--- src/rtl/pi_pipeline.sv ---
// pi_pipeline: four-stage handshaked fixed-point PI controller.
//   S0  latch sample: error = actual - setpoint (one guard bit), latch gains
//   S1  integrator update (clear > hold > accumulate), saturating
//   S2  gain products p = error*kp, i = integrator*ki, each >>> FRAC_BITS
//   S3  sum p + i, saturate to the output range, flag clamping on o_sat
// Optional feature macro: PI_PIPELINE_ANTIWINDUP_EN clamps the integrator to
// +/- i_integral_limit after each accumulate. Without it the limit input is
// ignored and the integrator only saturates at its own signed range.
module pi_pipeline #(
    parameter int INPUT_WIDTH  = 18,
    parameter int OUTPUT_WIDTH = 32,
    parameter int FRAC_BITS    = 0
) (
    input  logic                           clk,
    input  logic                           rst,
    input  logic                           i_valid,
    input  logic signed [INPUT_WIDTH-1:0]  i_setpoint,
    input  logic signed [INPUT_WIDTH-1:0]  i_actual,
    input  logic signed [INPUT_WIDTH-1:0]  i_kp,
    input  logic signed [INPUT_WIDTH-1:0]  i_ki,
    input  logic                           i_clear,
    input  logic                           i_hold,
    input  logic        [OUTPUT_WIDTH-1:0] i_integral_limit,
    output logic                           o_valid,
    output logic signed [OUTPUT_WIDTH-1:0] o_pi_out,
    output logic signed [OUTPUT_WIDTH-1:0] o_integral,
    output logic                           o_sat
);

    // Error width: one guard bit so actual - setpoint can never overflow.
    localparam int EW = INPUT_WIDTH + 1;
    // Integrator accumulate width: two guard bits over the integrator so the
    // add and the comparison against -limit are both exact.
    localparam int AW = OUTPUT_WIDTH + 2;
    // Full-precision product widths.
    localparam int PW = EW + INPUT_WIDTH;
    localparam int QW = OUTPUT_WIDTH + INPUT_WIDTH;
    // Sum width: one bit above the wider product.
    localparam int SW = ((PW > QW) ? PW : QW) + 1;

    // Signed range limits of an OUTPUT_WIDTH value, in the accumulate and
    // sum widths respectively.
    localparam logic signed [AW-1:0] INT_MAX = AW'({1'b0, {(OUTPUT_WIDTH-1){1'b1}}});
    localparam logic signed [AW-1:0] INT_MIN = ~INT_MAX;
    localparam logic signed [SW-1:0] OUT_MAX = SW'({1'b0, {(OUTPUT_WIDTH-1){1'b1}}});
    localparam logic signed [SW-1:0] OUT_MIN = ~OUT_MAX;

    // ------------------------------------------------------------------
    // Stage registers
    // ------------------------------------------------------------------
    logic                           s0_valid_q, s0_valid_d;
    logic signed [EW-1:0]           s0_error_q, s0_error_d;
    logic signed [INPUT_WIDTH-1:0]  s0_kp_q,    s0_kp_d;
    logic signed [INPUT_WIDTH-1:0]  s0_ki_q,    s0_ki_d;

    logic                           s1_valid_q, s1_valid_d;
    logic signed [EW-1:0]           s1_error_q, s1_error_d;
    logic signed [INPUT_WIDTH-1:0]  s1_kp_q,    s1_kp_d;
    logic signed [INPUT_WIDTH-1:0]  s1_ki_q,    s1_ki_d;
    logic signed [OUTPUT_WIDTH-1:0] integ_q,    integ_d;

    logic                           s2_valid_q, s2_valid_d;
    logic signed [PW-1:0]           s2_p_q,     s2_p_d;
    logic signed [QW-1:0]           s2_i_q,     s2_i_d;

    logic                           out_valid_q, out_valid_d;
    logic signed [OUTPUT_WIDTH-1:0] out_q,       out_d;
    logic                           sat_q,       sat_d;

    // ------------------------------------------------------------------
    // Combinational intermediates
    // ------------------------------------------------------------------
    logic signed [EW-1:0]           sample_error;
    logic signed [AW-1:0]           integ_sum;
    logic signed [AW-1:0]           integ_lim;
    logic signed [AW-1:0]           integ_sat;
    logic signed [PW-1:0]           p_full;
    logic signed [QW-1:0]           i_full;
    logic signed [SW-1:0]           sum_full;

`ifdef PI_PIPELINE_ANTIWINDUP_EN
    logic signed [AW-1:0]           lim_pos;
    logic signed [AW-1:0]           lim_neg;

    // The limit is an unsigned magnitude; zero-extend before negating.
    assign lim_pos = {2'b00, i_integral_limit};
    assign lim_neg = -lim_pos;
`else
    logic                           unused_limit;

    // The clamp input has no function when anti-windup is compiled out.
    assign unused_limit = ^i_integral_limit;
`endif

    // ------------------------------------------------------------------
    // S0: error and gain capture
    // ------------------------------------------------------------------
    assign sample_error = EW'(i_actual) - EW'(i_setpoint);

    // Latch error and both gains together so a gain change never splits a sample.
    always_comb begin
        s0_valid_d = i_valid;
        s0_error_d = s0_error_q;
        s0_kp_d    = s0_kp_q;
        s0_ki_d    = s0_ki_q;
        if (i_valid) begin
            s0_error_d = sample_error;
            s0_kp_d    = i_kp;
            s0_ki_d    = i_ki;
        end
    end

    // ------------------------------------------------------------------
    // S1: integrator
    // ------------------------------------------------------------------
    assign integ_sum = AW'(integ_q) + AW'(s0_error_q);

    // Optional anti-windup clamp on the raw accumulate result.
    always_comb begin
        integ_lim = integ_sum;
`ifdef PI_PIPELINE_ANTIWINDUP_EN
        if (integ_sum > lim_pos) begin
            integ_lim = lim_pos;
        end else if (integ_sum < lim_neg) begin
            integ_lim = lim_neg;
        end
`endif
    end

    // Final clamp to the integrator's own signed range so it never wraps.
    always_comb begin
        integ_sat = integ_lim;
        if (integ_lim > INT_MAX) begin
            integ_sat = INT_MAX;
        end else if (integ_lim < INT_MIN) begin
            integ_sat = INT_MIN;
        end
    end

    // Integrator next value: clear beats hold beats accumulate.
    always_comb begin
        integ_d = integ_q;
        if (i_clear) begin
            integ_d = '0;
        end else if (i_hold) begin
            integ_d = integ_q;
        end else if (s0_valid_q) begin
            integ_d = integ_sat[OUTPUT_WIDTH-1:0];
        end
    end

    // Carry the error and gains alongside the freshly updated integrator.
    always_comb begin
        s1_valid_d = s0_valid_q;
        s1_error_d = s1_error_q;
        s1_kp_d    = s1_kp_q;
        s1_ki_d    = s1_ki_q;
        if (s0_valid_q) begin
            s1_error_d = s0_error_q;
            s1_kp_d    = s0_kp_q;
            s1_ki_d    = s0_ki_q;
        end
    end

    // ------------------------------------------------------------------
    // S2: gain products. integ_q here is the value written by the sample now
    // in S1, so each sample multiplies its own post-update integrator.
    // ------------------------------------------------------------------
    assign p_full = PW'(s1_error_q) * PW'(s1_kp_q);
    assign i_full = QW'(integ_q) * QW'(s1_ki_q);

    // Scale each product by the gain fixed-point position (floor rounding).
    always_comb begin
        s2_valid_d = s1_valid_q;
        s2_p_d     = s2_p_q;
        s2_i_d     = s2_i_q;
        if (s1_valid_q) begin
            s2_p_d = p_full >>> FRAC_BITS;
            s2_i_d = i_full >>> FRAC_BITS;
        end
    end

    // ------------------------------------------------------------------
    // S3: saturating sum
    // ------------------------------------------------------------------
    assign sum_full = SW'(s2_p_q) + SW'(s2_i_q);

    // Result and clamp flag only change on a valid slot; otherwise they hold.
    always_comb begin
        out_valid_d = s2_valid_q;
        out_d       = out_q;
        sat_d       = sat_q;
        if (s2_valid_q) begin
            if (sum_full > OUT_MAX) begin
                out_d = OUT_MAX[OUTPUT_WIDTH-1:0];
                sat_d = 1'b1;
            end else if (sum_full < OUT_MIN) begin
                out_d = OUT_MIN[OUTPUT_WIDTH-1:0];
                sat_d = 1'b1;
            end else begin
                out_d = sum_full[OUTPUT_WIDTH-1:0];
                sat_d = 1'b0;
            end
        end
    end

    // ------------------------------------------------------------------
    // State registers; reset flushes every in-flight sample immediately.
    // ------------------------------------------------------------------
    // Pipeline and integrator flops.
    always_ff @(posedge clk or posedge rst) begin
        if (rst) begin
            s0_valid_q  <= 1'b0;
            s0_error_q  <= '0;
            s0_kp_q     <= '0;
            s0_ki_q     <= '0;
            s1_valid_q  <= 1'b0;
            s1_error_q  <= '0;
            s1_kp_q     <= '0;
            s1_ki_q     <= '0;
            integ_q     <= '0;
            s2_valid_q  <= 1'b0;
            s2_p_q      <= '0;
            s2_i_q      <= '0;
            out_valid_q <= 1'b0;
            out_q       <= '0;
            sat_q       <= 1'b0;
        end else begin
            s0_valid_q  <= s0_valid_d;
            s0_error_q  <= s0_error_d;
            s0_kp_q     <= s0_kp_d;
            s0_ki_q     <= s0_ki_d;
            s1_valid_q  <= s1_valid_d;
            s1_error_q  <= s1_error_d;
            s1_kp_q     <= s1_kp_d;
            s1_ki_q     <= s1_ki_d;
            integ_q     <= integ_d;
            s2_valid_q  <= s2_valid_d;
            s2_p_q      <= s2_p_d;
            s2_i_q      <= s2_i_d;
            out_valid_q <= out_valid_d;
            out_q       <= out_d;
            sat_q       <= sat_d;
        end
    end

    assign o_valid    = out_valid_q;
    assign o_pi_out   = out_q;
    assign o_integral = integ_q;
    assign o_sat      = sat_q;

endmodule

--- config.mk ---
export PLATFORM = sky130hd
export DESIGN_NAME = pi_pipeline
export DESIGN_NICKNAME = d
export VERILOG_FILES = /design/src/rtl/pi_pipeline.sv
export SDC_FILE = /design/constraint.sdc
export NUM_CORES = 2
export LEC_CHECK = 0
export ABC_CLOCK_PERIOD_IN_PS = 11350
export BUFFER_PORTS_ARGS = -buffer_cell sky130_fd_sc_hd__clkbuf_2
export CAP_MARGIN = 20
export CORE_MARGIN = 10
export CORE_UTILIZATION = 55
export CTS_BUF_LIST = sky130_fd_sc_hd__clkbuf_16
export DETAILED_ROUTE_END_ITERATION = 12
export HOLD_SLACK_MARGIN = 0.1
export PLACE_DENSITY = 0.73
export SYNTH_ARGS = -nofsm -noshare
export SYNTH_HDL_FRONTEND = slang
export SYNTH_SLANG_ARGS = --single-unit
--- constraint.sdc ---
create_clock -name clk -period 11.35 [get_ports clk]
set_input_delay 1.135 -clock clk [delete_from_list [all_inputs] [get_ports clk]]
set_output_delay 1.135 -clock clk [all_outputs]
set_load 0.02 [all_outputs]
### Word level (Yosys, flattened, before mapping)

Cells that the tools add are included.

| word-level totals | value |
|---|---|
| register bits | 266 |
| bits of input ports | 109 |
| output and inout port bits | 66 |
| word-level logic and storage cells | 36 |

| cells by class | value |
|---|---|
| add/subtract/negate cells | 3 |
| multiply operators | 2 |
| magnitude comparators | 4 |
| equality and inequality tests | 1 |
| muxes and demuxes | 9 |
| reduce and logical (&&, ||, !) cells | 2 |

Operators with widths:

| operator | number |
|---|---|
| 32-bit two-way mux | 7 |
| 37-bit by 50-bit adder with 51-bit output | 1 |
| 51-bit by 32-bit > comparator with 1-bit output, second input constant | 1 |
| 51-bit by 32-bit < comparator with 1-bit output, second input constant | 1 |
| 32-bit by 18-bit multiplier with 50-bit output | 1 |
| 19-bit by 18-bit multiplier with 37-bit output | 1 |
| 32-bit by 19-bit adder with 33-bit output | 1 |
| 33-bit by 32-bit > comparator with 1-bit output, second input constant | 1 |
| 33-bit by 32-bit < comparator with 1-bit output, second input constant | 1 |
| 18-bit by 18-bit subtractor with 19-bit output | 1 |
| 1-bit two-way mux | 2 |
| 2-bit != test, second input constant | 1 |
| 2-bit AND reduction | 1 |
| 2-bit nonzero test | 1 |

### Longest topological paths before layout

| depth | value |
|---|---|
| word-level depth | 7 |
| mapped depth | 27 |
| mapped depth without buffers | 25 |

### Worst setup path before layout

OpenSTA, ideal clock, no wires.

| path | value |
|---|---|
| path kind | flip-flop to flip-flop |
| start | reg integ_q[10], in the netlist o_integral[10] |
| end | reg s2_i_q[48] |
| library setup time | 0.131 ns |
| arrival | 6.758 ns |
| data required time | 11.219 ns |
| setup slack | 4.461 ns |
| stages on the path, launching flop included | 25 |
| buffers on the path | 2 |
| period minus slack after synthesis | 6.889 ns |
| cells stage by stage | dfrtp_1 > clkbuf_1 > clkbuf_1 > nand2_1 > fa_1 > fa_1 > fa_1 > fa_1 > inv_1 > fa_1 > inv_1 > fa_1 > inv_1 > ha_1 > a21o_1 > a21o_1 > a21oi_1 > o31ai_2 > a221oi_1 > o21ai_1 > a21boi_0 > a21oi_1 > o21bai_1 > nor3_1 > or3_1 |

| on the way | value |
|---|---|
| cells in the longest elaborated chain, start to end | 1 |

RTL lines:

| what | RTL line | source |
|---|---|---|
| start: declaration | 60 | `logic signed [OUTPUT_WIDTH-1:0] integ_q, integ_d;` |
| start signal: assignment | 237 | `integ_q <= integ_d;` |
| 32-bit by 18-bit multiplier with 50-bit output | 170 | `assign i_full = QW'(integ_q) * QW'(s1_ki_q);` |
| end signal: assignment | 240 | `s2_i_q <= s2_i_d;` |
| end: declaration | 64 | `logic signed [QW-1:0] s2_i_q, s2_i_d;` |

No other way between the ends.
A chain may end at the register's enable or synchronous reset.

### Worst setup path after layout

| path | value |
|---|---|
| start | reg integ_q[8], in the netlist o_integral[8] |
| end | reg s2_i_q[45] |

The elaborated chain is that of the path after synthesis.

==> out/metrics.cfg <==
[synth]
synth_flop_cell=dfrtp_1
synth_seq_area_share_pct=13.9
netlist_top_cells_count=inv_1, fa_1, nand2_1, and2_1, ha_1
yosysTopAreaCell=fa_1
syn_nets=6475
synth_most_common_cell=inv_1
synthArstFlopShare_pct=100
syn_area_per_cell_um2=9.27
ys_ff_latch=266
synth-edff-count=0
synth_cells=5149
synth_area_leaders=fa_1, dfrtp_1, inv_1, ha_1, nand2_1
syn_area_mm2=0.0478
ys_warn_count=0
synth_top_area_share_pct=37.8
synthDistinctLibCells=86

[grt]
grt_pass1_vias=36992
grt_usage_pct=23.7
antenna_found_initial=2
grt_overflow=0
grt_start_max_net_pins=111
grt_pass1_wl_um=191000

[timing]
setup_viol=0
rsz0062_at_grt=false
fin_crit_ns=7.76
hold_violations=0
skew_ns=0.0267
final.period_utilization_pct=68.4
tightest_slew_ns=1.11
slew_headroom_pct=26.0
setup-tns-final_ns=0
fmax_mhz=129
drv_slew=0

[critical_path]
r2r_slack_ns=3.59
r2r_cells=25
criticalPathCategory=register to register
cpMostUsedCell=inv_1
startpoint_type=register
crit_path_top_delay_cell=o31ai_1
cpPeakStageDelay_ns=0.80
timing.rr.start=o_integral[8]
required_ns=11.79
r2r_end=s2_i_q[45]
crit_fanout=21
arrival_ns=8.20
cp-end-kind=register

[floorplan]
initial_core_util_pct=55.2
ios=175
die_area_mm2=0.0990
fp.dieW_um=315
core_area_mm2=0.0865
die_h_um=315
rows=108

[clock_tree]
numCtsBuffers=34
cts_setup_buffers=0
ctsHoldBuffers=0
path_clk_slew_ns=0.06
cts_resized=0
cts_root_buf=clkbuf_16
worstSkewPairLatency_ns=0.57
clock-sinks=266
cts_tree=done
htreeDepth=2
cts_buffer_depth=3

[job]
timing.max_cap.violations=0

[place]
dp_hpwl_um=90900
gp_congestion=0.888
io_buffers=142

[cells_and_area]
multiInputGateArea_mm2=0.0361
antenna_cells=0
regArea_mm2=0.00666
fillers=7531
area.growth.synth_to_final_pct=5.39
drive_above_1_share_pct=8.53
final_nets=6436

[worst_hold_path]
min_from=s2_i_q[9]
min_path_cells=1
holdPathEnd=s2_i_q[9]
min_path_type=register to register

[routing]
avgRoutedWirePerCell_um=18.3
ant_nets=0
vias=35235
drt-initial-drc-count=2457
via_per_inst=5.60
routed_wl_um=115000
drt-pass1-iter-count=6
post-route-drc-count=0

[run_status]
status=completed

## worst max-delay path: cells and delay by family (launching register included)
| family | cells | cell delay, ns |
|---|---|---|
| muxes | 1 | 0.26 |
| DFF | 1 | 0.78 |
| adders and majority gates | 7 | 2.95 |
| buffers and inverters | 6 | 0.28 |
| and+or+nand+nor | 1 | 0.39 |
| AOI/OAI and AO/OA | 9 | 2.82 |
| xor gates and xnor gates | 1 | 0.15 |
## state kept, by name, indices dropped and copies added (netlist names)
name / count
s1_valid_q: 1
s1_kp_q: 18
o_valid: 1
o_integral: 32
o_sat: 1
s2_p_q: 37
s1_error_q: 19
s0_error_q: 19
s0_kp_q: 18
out_valid_d: 1
s0_ki_q: 18
o_pi_out: 32
s1_ki_q: 18
s0_valid_q: 1
s2_i_q: 50
## layout make-up
cell class | count | share of cell area (%)
Multi-Input combinational cell | 3560 | 71.7
Clock inverter | 26 | 0.467
Inverter | 1059 | 7.91
Tap cell | 1155 | 2.87
Sequential cell | 266 | 13.2
Clock buffer | 34 | 1.69
Timing Repair Buffer | 189 | 2.12
## placed cells by master, fill, tap and decap left out, drive strengths merged, types with 114 or more instances in the layout
cell type,Yosys,layout
nand2,636,636
dfrtp,266,266
o21ai,137,137
xnor2,114,114
and2,343,343
fa,901,901
clkbuf,236,176
inv,1058,1070
a21oi,146,146
ha,316,316
nor2,167,167
mux2,155,155
## through the flow
stage	hold WS, ns	cell area [um2]	std cells	utilization [%]	setup slack, ns
3_5_place_dp	0.478	49200	6228	56.9	3.67
3_3_place_gp	0.467	49200	6228	56.9	3.70
2_1_floorplan	0.352	47800	5149	-	2.89
6_report	0.487	50300	6289	58.2	3.59
4_1_cts	0.491	50300	6288	58.2	3.65
5_1_grt	0.516	50300	6289	58.2	3.20
## kinds of logic (layout without fill, tap and decap cells)
family | after synthesis | count (layout) | share of synthesized area (%)
muxes | 159 | 159 | 3.74
buffers and inverters | 1323 | 1308 | 10.5
AOI/OAI and AO/OA | 635 | 635 | 8.89
DFF | 266 | 266 | 13.9
and+or+nand+nor | 1402 | 1402 | 14.2
adders and majority gates | 1217 | 1217 | 46.1
xor gates and xnor gates | 147 | 147 | 2.70
## how the worst max path moves through the flow
stage / slack [ns] / cells after the start / startpoint / endpoint
after floorplan: 2.89 / 1 / rst / o_integral[0]
after global placement: 3.70 / 23 / s1_ki_q[3] / s2_i_q[48]
after detailed placement: 3.67 / 23 / s1_ki_q[3] / s2_i_q[48]
after CTS: 3.65 / 23 / s1_ki_q[3] / s2_i_q[48]
after global routing: 3.20 / 22 / o_integral[8] / s2_i_q[48]
final: 3.59 / 25 / o_integral[8] / s2_i_q[45]
## per-layer routing
layer / share of wire [%] / global-route usage [%] / vias to the layer above
met1: 43 / 32.3 / 17815
li1: - / - / 15871
met4: 3.9 / 8.23 / 0
met3: 7.4 / 4.11 / 281
met2: 46 / 38.0 / 1268
met5: 0 / 0 / -
Power is not shown: default switching activity piles up to over one toggle a cycle in this logic, so the estimate is an artifact.
